## config.mk

```make
export PLATFORM = sky130hd
export DESIGN_NAME = mem_stage_ctrl
export DESIGN_NICKNAME = d
export VERILOG_FILES = /design/src/rtl/mem_stage_ctrl.sv
export SDC_FILE = /design/constraint.sdc
export NUM_CORES = 1
export LEC_CHECK = 0
export CAP_MARGIN = 20
export CORE_MARGIN = 5
export CORE_UTILIZATION = 40
export DETAILED_ROUTE_END_ITERATION = 6
export GPL_TIMING_DRIVEN = 0
export PLACE_DENSITY = 0.86
export RECOVER_POWER = 100
export SYNTH_ARGS = -nofsm -noshare
export SYNTH_HDL_FRONTEND = slang
export SYNTH_SLANG_ARGS = --single-unit
```

## constraint.sdc

```tcl
create_clock -name clk -period 4.1 [get_ports clk]
set_input_delay 1.23 -clock clk [delete_from_list [all_inputs] [get_ports clk]]
set_output_delay 1.23 -clock clk [all_outputs]
set_load 0.02 [all_outputs]
```

## src/rtl/mem_stage_ctrl.sv

```systemverilog
// MEM-stage sequencer for a variable-latency data memory (req/ack) plus the
// pipeline stall/flush generator that merges memory waits, branches and load-use.
module mem_stage_ctrl #(
  parameter int unsigned TIMEOUT = 255
) (
  input  logic        clk,
  input  logic        rst,
  input  logic        MemReadM,
  input  logic        MemWriteM,
  input  logic [31:0] ALUResultM,
  input  logic [31:0] WriteDataM,
  input  logic        MemReadE,
  input  logic [4:0]  RdE,
  input  logic [4:0]  Rs1D,
  input  logic [4:0]  Rs2D,
  input  logic        PCSrcE,
  output logic        mem_req,
  output logic        mem_we,
  output logic [31:0] mem_addr,
  output logic [31:0] mem_wdata,
  input  logic        mem_ack,
  input  logic [31:0] mem_rdata,
  output logic [31:0] ReadDataM,
  output logic        StallF,
  output logic        StallD,
  output logic        StallE,
  output logic        StallM,
  output logic        FlushD,
  output logic        FlushE,
  output logic        FlushW,
  output logic        mem_err
);

  typedef enum logic [1:0] {
    S_IDLE = 2'd0,
    S_BUSY = 2'd1,
    S_DONE = 2'd2
  } state_t;

  localparam logic [7:0] CNT_LAST = 8'(TIMEOUT - 1);

  state_t      r_state;
  state_t      w_state_nxt;
  logic [7:0]  r_cnt;
  logic        r_mem_req;
  logic        r_mem_we;
  logic        r_mem_err;
  logic [31:0] r_mem_addr;
  logic [31:0] r_mem_wdata;
  logic [31:0] r_rdata;
  logic        w_acc;
  logic        w_timeout;
  logic        w_memstall;
  logic        w_lu;

  assign w_acc      = MemReadM | MemWriteM;
  assign w_timeout  = (r_cnt == CNT_LAST);
  assign w_memstall = ((r_state == S_IDLE) && w_acc) || (r_state == S_BUSY);
  assign w_lu       = MemReadE && (RdE != 5'd0) && ((RdE == Rs1D) || (RdE == Rs2D));

  always_comb begin
    w_state_nxt = r_state;
    case (r_state)
      S_IDLE:  if (w_acc) w_state_nxt = S_BUSY;
      S_BUSY:  if (mem_ack || w_timeout) w_state_nxt = S_DONE;
      S_DONE:  w_state_nxt = S_IDLE;
      default: w_state_nxt = S_IDLE;
    endcase
  end

  always_ff @(posedge clk or negedge rst) begin
    if (!rst) begin
      r_state     <= S_IDLE;
      r_cnt       <= 8'd0;
      r_mem_req   <= 1'b0;
      r_mem_we    <= 1'b0;
      r_mem_addr  <= 32'd0;
      r_mem_wdata <= 32'd0;
      r_rdata     <= 32'd0;
      r_mem_err   <= 1'b0;
    end else begin
      r_state <= w_state_nxt;
      case (r_state)
        S_IDLE: begin
          if (w_acc) begin
            r_mem_addr  <= ALUResultM;
            r_mem_wdata <= WriteDataM;
            r_mem_we    <= MemWriteM;
            r_mem_req   <= 1'b1;
            r_cnt       <= 8'd0;
          end
        end
        S_BUSY: begin
          // A completing ack takes precedence over a timeout in the same cycle.
          if (mem_ack) begin
            if (!r_mem_we) r_rdata <= mem_rdata;
            r_mem_req <= 1'b0;
          end else if (w_timeout) begin
            if (!r_mem_we) r_rdata <= 32'd0;
            r_mem_err <= 1'b1;
            r_mem_req <= 1'b0;
          end else begin
            r_cnt <= r_cnt + 8'd1;
          end
        end
        default: ;
      endcase
    end
  end

  // Priority: memory wait > taken branch > load-use.
  always_comb begin
    StallF = 1'b0;
    StallD = 1'b0;
    StallE = 1'b0;
    StallM = 1'b0;
    FlushD = 1'b0;
    FlushE = 1'b0;
    FlushW = 1'b0;
    if (w_memstall) begin
      StallF = 1'b1;
      StallD = 1'b1;
      StallE = 1'b1;
      StallM = 1'b1;
      FlushW = 1'b1;
    end else if (PCSrcE) begin
      FlushD = 1'b1;
      FlushE = 1'b1;
    end else if (w_lu) begin
      StallF = 1'b1;
      StallD = 1'b1;
      FlushE = 1'b1;
    end
  end

  assign mem_req   = r_mem_req;
  assign mem_we    = r_mem_we;
  assign mem_addr  = r_mem_addr;
  assign mem_wdata = r_mem_wdata;
  assign ReadDataM = r_rdata;
  assign mem_err   = r_mem_err;

endmodule

```

[Yosys cells after proc, flatten, opt, wreduce, memory -nomap -nowiden]
Cells that the tools add are included.
Cells by class
  reduce and logical (&&, ||, !) cells: 16
  muxes and demuxes: 23
  $add $sub $neg: 1
  bitwise gates (word level): 3
  equality and inequality tests: 9
Operators with widths (count)
  32-bit 2-to-1 mux: 4
  8-bit 2-to-1 mux: 3
  8-bit one-hot mux with 2 select lines: 1
  1-bit 2-to-1 mux: 11
  5-bit equality test: 2
  3-bit AND reduction: 3
  8-bit by 1-bit adder with 8-bit output (second input constant): 1
  8-bit equality test (second input constant): 1
  2-bit inequality test (second input constant): 3
  5-bit nonzero test: 1
  2-bit 2-to-1 mux: 2
  2-bit one-hot mux with 2 select lines: 1
  2-bit AND reduction: 2
  4-bit AND reduction: 1
  2-bit nonzero test: 2
  1-bit logical AND: 3
  1-bit logical OR: 3
  3-bit inequality test (second input constant): 1
  2-bit by 1-bit equality test with 1-bit output (second input constant): 1
  2-bit logical NOT: 1
  2-bit by 1-bit inequality test with 1-bit output (second input constant): 1
  1-bit NOT: 2
  1-bit one-hot mux with 2 select lines: 1
  1-bit bitwise OR: 1
Storage, ports and cells
  input port bits: 118
  register bits: 109

[Logic depth before layout (Yosys ltp)]
  depth in word-level cells: 6
  mapped depth: 7
  depth with buffers taken out: 6

[Worst setup path after synthesis]
Ideal clock, no wire load.
  path kind: input to output
  start: in RdE[3]
  end: out StallF
  arrival time: 2905 ps
  path slack: -35 ps
  buffers on the path: 1
  cell stages on the path: 5
  required time: 2870 ps
  path through: xor2_1 -> nor3_1 -> a22oi_1 -> o311ai_0 -> buf_4
Between the ends
  cells in the longest elaborated chain, start to end: 6
  elaborated cells on any way between the ends: 9
Ends and longest elaborated chain
  start, declared: line 13  | input logic [4:0] RdE,
  5-bit equality test or 5-bit nonzero test (tied branches): line 59  | assign w_lu = MemReadE && (RdE != 5'd0) && ((RdE == Rs1D) || (RdE == Rs2D));
  1-bit logical OR or 1-bit logical AND (tied branches): line 59
  1-bit logical AND (*): line 59
  1-bit 2-to-1 mux (*) (3 in a row)
  end, declared: line 24  | output logic StallF,
Mark *: on every way between the ends. The rest lies on a longest branch, timed or not.

[Final worst setup path]
  start: in Rs2D[4]
  end: out StallD
Between the ends
  cells in the longest elaborated chain, start to end: 6
Ends and longest elaborated chain
  start, declared: line 15  | input logic [4:0] Rs2D,
  5-bit equality test: line 59
  1-bit logical OR: line 59
  1-bit logical AND: line 59
  1-bit 2-to-1 mux: line 129  | end else if (w_lu) begin
  1-bit 2-to-1 mux: line 126  | end else if (PCSrcE) begin
  1-bit 2-to-1 mux: line 120  | if (w_memstall) begin
  end, declared: line 25  | output logic StallD,
Every way passes these cells.

==> results.tsv <==
metric	value	unit
synth_fp_nets	551	
cts.clk_slew.worst_paths	0.09	ns
grt.total_usage	0.205	
synth_top_family_by_area	simple AND/OR/NAND/NOR gates	
fin_skew	0.00896	ns
worstSkewPairLatency	0.36	ns
synth_compound_area_frac	0.102	
die_width	114	microns
pwr-share-seq	0.363	
min_from	mem_addr[5]	
worstMarginPinSlew	2.50	ns
drtIter0Drc	219	
core	10700	sq um
violations	max-capacitance violations, max-slew violations	
wl_per_cell	16.5	microns
synth_cells	431	
clk_path_buf_depth	2	
die_h	114	microns
hpwl	10300	microns
nNetsFinal	787	
grt_overflow	0	
cts_buffers	9	
p_sw_frac	0.420	
crit_path_cell_trace	clkdlybuf4s50_1 > xor2_1 > nor3_2 > a22oi_2 > o311ai_2 > clkdlybuf4s15_2	
critPathLaunchType	input pin	
power.leakage	0.00345	uW
setup_ws	0.112	ns
htree_levels	3	
place_congestion	0.859	
layout_common_cells	199 x nand2_1, 110 x clkdlybuf4s50_1, 109 x dfrtp_1	
ys.flop_type	dfrtp_1	
synthAdderAreaFrac	0.00576	
setup_viol	0	
cap_violations	2	
clkPwrFrac	0.112	
fp-row-count	38	
cts_tree	yes	
seq_area	2730	sq um
grt_max_degree	56	
cp.arrival	2.76	ns
comb_power_share	0.525	
hp-class	register to register	
crit_path_top_delay_cell	clkdlybuf4s50_1	
cts_setup_buffers	0	
die_area	13100	sq um
multi_input_area	1490	sq um
power_density	718	nW/um^2
drv_slew	111	
cp-end-kind	output port	
antenna_found_initial	1	
status	complete, but fails checks	
drc_errors	0	
vias	3953	
r2r_cells	7	
setup.worst_path.class	input pin to output port	
io_pins	224	
syn_area_per_cell	10.1	sq um
crit_required	2.87	ns
rrSetupSlack	1.95	ns
power.internal	2890	uW
synthMuxAreaShare	0.00489	
hold_viol_final	0	
hold_end	mem_addr[5]	
synth_cell_types	38	
seq_area_frac_synth	0.627	
numPortBuffers	223	
crit_path_max_incr_delay	0.43	ns
hold_depth	2	
ys_warn_count	0	
grt_pass1_wl	21200	microns
max_freq	251	MHz
fin_crit	3.99	ns
area_growth	59.5	%
route.final.wire_length	13400	microns
slew_headroom	-0.668	
drtAntennaViolNets	0	
initial_core_util	0.405	
n_fill_cell	857	
pre_cts_slack	-0.483	ns
peakVddDrop	355	uV
drt_pass1_iterations	4	
vias_per_cell	4.87	
clock_sinks	109	
first_global_vias	4136	
worstReg2RegEnd	ReadDataM[16]	
fin_crit_sh	0.973	
drive_gt1_frac	0.0566	
synth_simple_gate_area_frac	0.204	
crit_fanout	2	
synth_edf_count	0	
synth-async-reset-ratio	1.00	
synth_area	4350	sq um
timing.rr.start	r_cnt[0]	
rsz0062_at_grt	false	
clock-root-buffer	clkbuf_8	
synthXorXnorAreaFrac	0.0201	
layout_commonest_cell	nand2_1	
postLayoutCoreUtil	0.645	
ys_seq_elements	109	
p_sw	2090	uW
## kinds of logic (layout without fill, tap and decap cells)
group	count (synthesis)	count (layout)
and+or+nand+nor	223	223
DFF	109	109
AOI/OAI and AO/OA	55	55
buffers and inverters	30	270
xor gates and xnor gates	10	10
adders and majority gates	2	2
muxes	2	2
other	0	1
## layer usage
metal | track usage | wire, microns | vias up | share of wire
met1 | 0.236 | 5200 | 1896 | 0.39
met3 | 0.0465 | 844 | 25 | 0.063
met5 | 0 | 0 | - | 0
met4 | 0.0736 | 299 | 0 | 0.022
met2 | 0.373 | 7040 | 154 | 0.53
li1 | - | - | 1878 | -
## worst max-delay path: cells and delay by family
family	cells	cell delay, ns
buffers and inverters	2	0.74
AOI/OAI and AO/OA	2	0.41
and+or+nand+nor	1	0.20
xor gates and xnor gates	1	0.16
## area by class of cell
class,instances,share of cell area
Clock buffer,10,0.0184
Buffer,26,0.0188
Antenna cell,1,0.000361
Clock inverter,5,0.00415
Tap cell,140,0.0253
Timing Repair Buffer,225,0.323
Multi-Input combinational cell,292,0.215
Sequential cell,109,0.393
Inverter,4,0.00217
## synth_stat cells, types with 2 or more instances
| library cell | number | area, sq um |
|---|---|---|
| nand2_1 | 199 | 747 |
| o21ai_0 | 4 | 20.0 |
| o21bai_1 | 2 | 15.0 |
| nor3_1 | 3 | 15.0 |
| buf_4 | 6 | 45.0 |
| dfrtp_1 | 109 | 2730 |
| o21ai_1 | 2 | 10.0 |
| nand3_1 | 5 | 25.0 |
| clkbuf_1 | 3 | 11.3 |
| a22o_1 | 33 | 289 |
| buf_2 | 16 | 80.1 |
| ha_1 | 2 | 25.0 |
| nor2_1 | 6 | 22.5 |
| inv_1 | 4 | 15.0 |
| o31ai_1 | 2 | 15.0 |
| o311ai_0 | 2 | 17.5 |
| a21o_1 | 3 | 22.5 |
| xor2_1 | 10 | 87.6 |
## worst max path at each step
stage | startpoint | to | slack [ns]
global placement | rst | r_cnt[0] | -2.14
finish | Rs2D[4] | StallD | 0.11
detailed placement | RdE[3] | StallF | -0.48
global route | MemWriteM | FlushE | 0.03
floorplan | RdE[3] | StallF | 0.27
CTS | RdE[3] | StallF | -0.04
## stage by stage
step	power (uW)	hold WS, ns	TNS [ns]	area, sq um	cells
CTS	5250	0.483	-0.0447	6990	811
detailed placement	4690	0.461	-2.20	6810	796
global placement	4590	0.457	-235.33	6760	794
floorplan	3230	0.450	0	4350	431
finish	4980	0.471	0	6930	812
global route	5320	0.493	0	6930	812
## power groups by stage
stage	clock network [uW]	logic [uW]	registers, uW
5_1_grt	617	2830	1870
3_5_place_dp	0	2840	1850
3_3_place_gp	0	2780	1810
4_1_cts	577	2850	1830
2_1_floorplan	0	847	2380
6_report	558	2610	1810
## sequential cells by signal, summed over array words and instances (netlist names)
| register | flops |
|---|---|
| mem_err | 1 |
| r_cnt | 8 |
| mem_wdata | 32 |
| mem_we | 1 |
| ReadDataM | 32 |
| mem_req | 1 |
| r_state | 2 |
| mem_addr | 32 |
## timing repair
action                                  in CTS  in global routing
gates cloned                                 0                  0
resized for setup                           20                 11
hold buffers                                 0                  0
pin swaps                                    1                  2
endpoints found under the setup margin       7                  4
(Power assumes the default switching activity.)
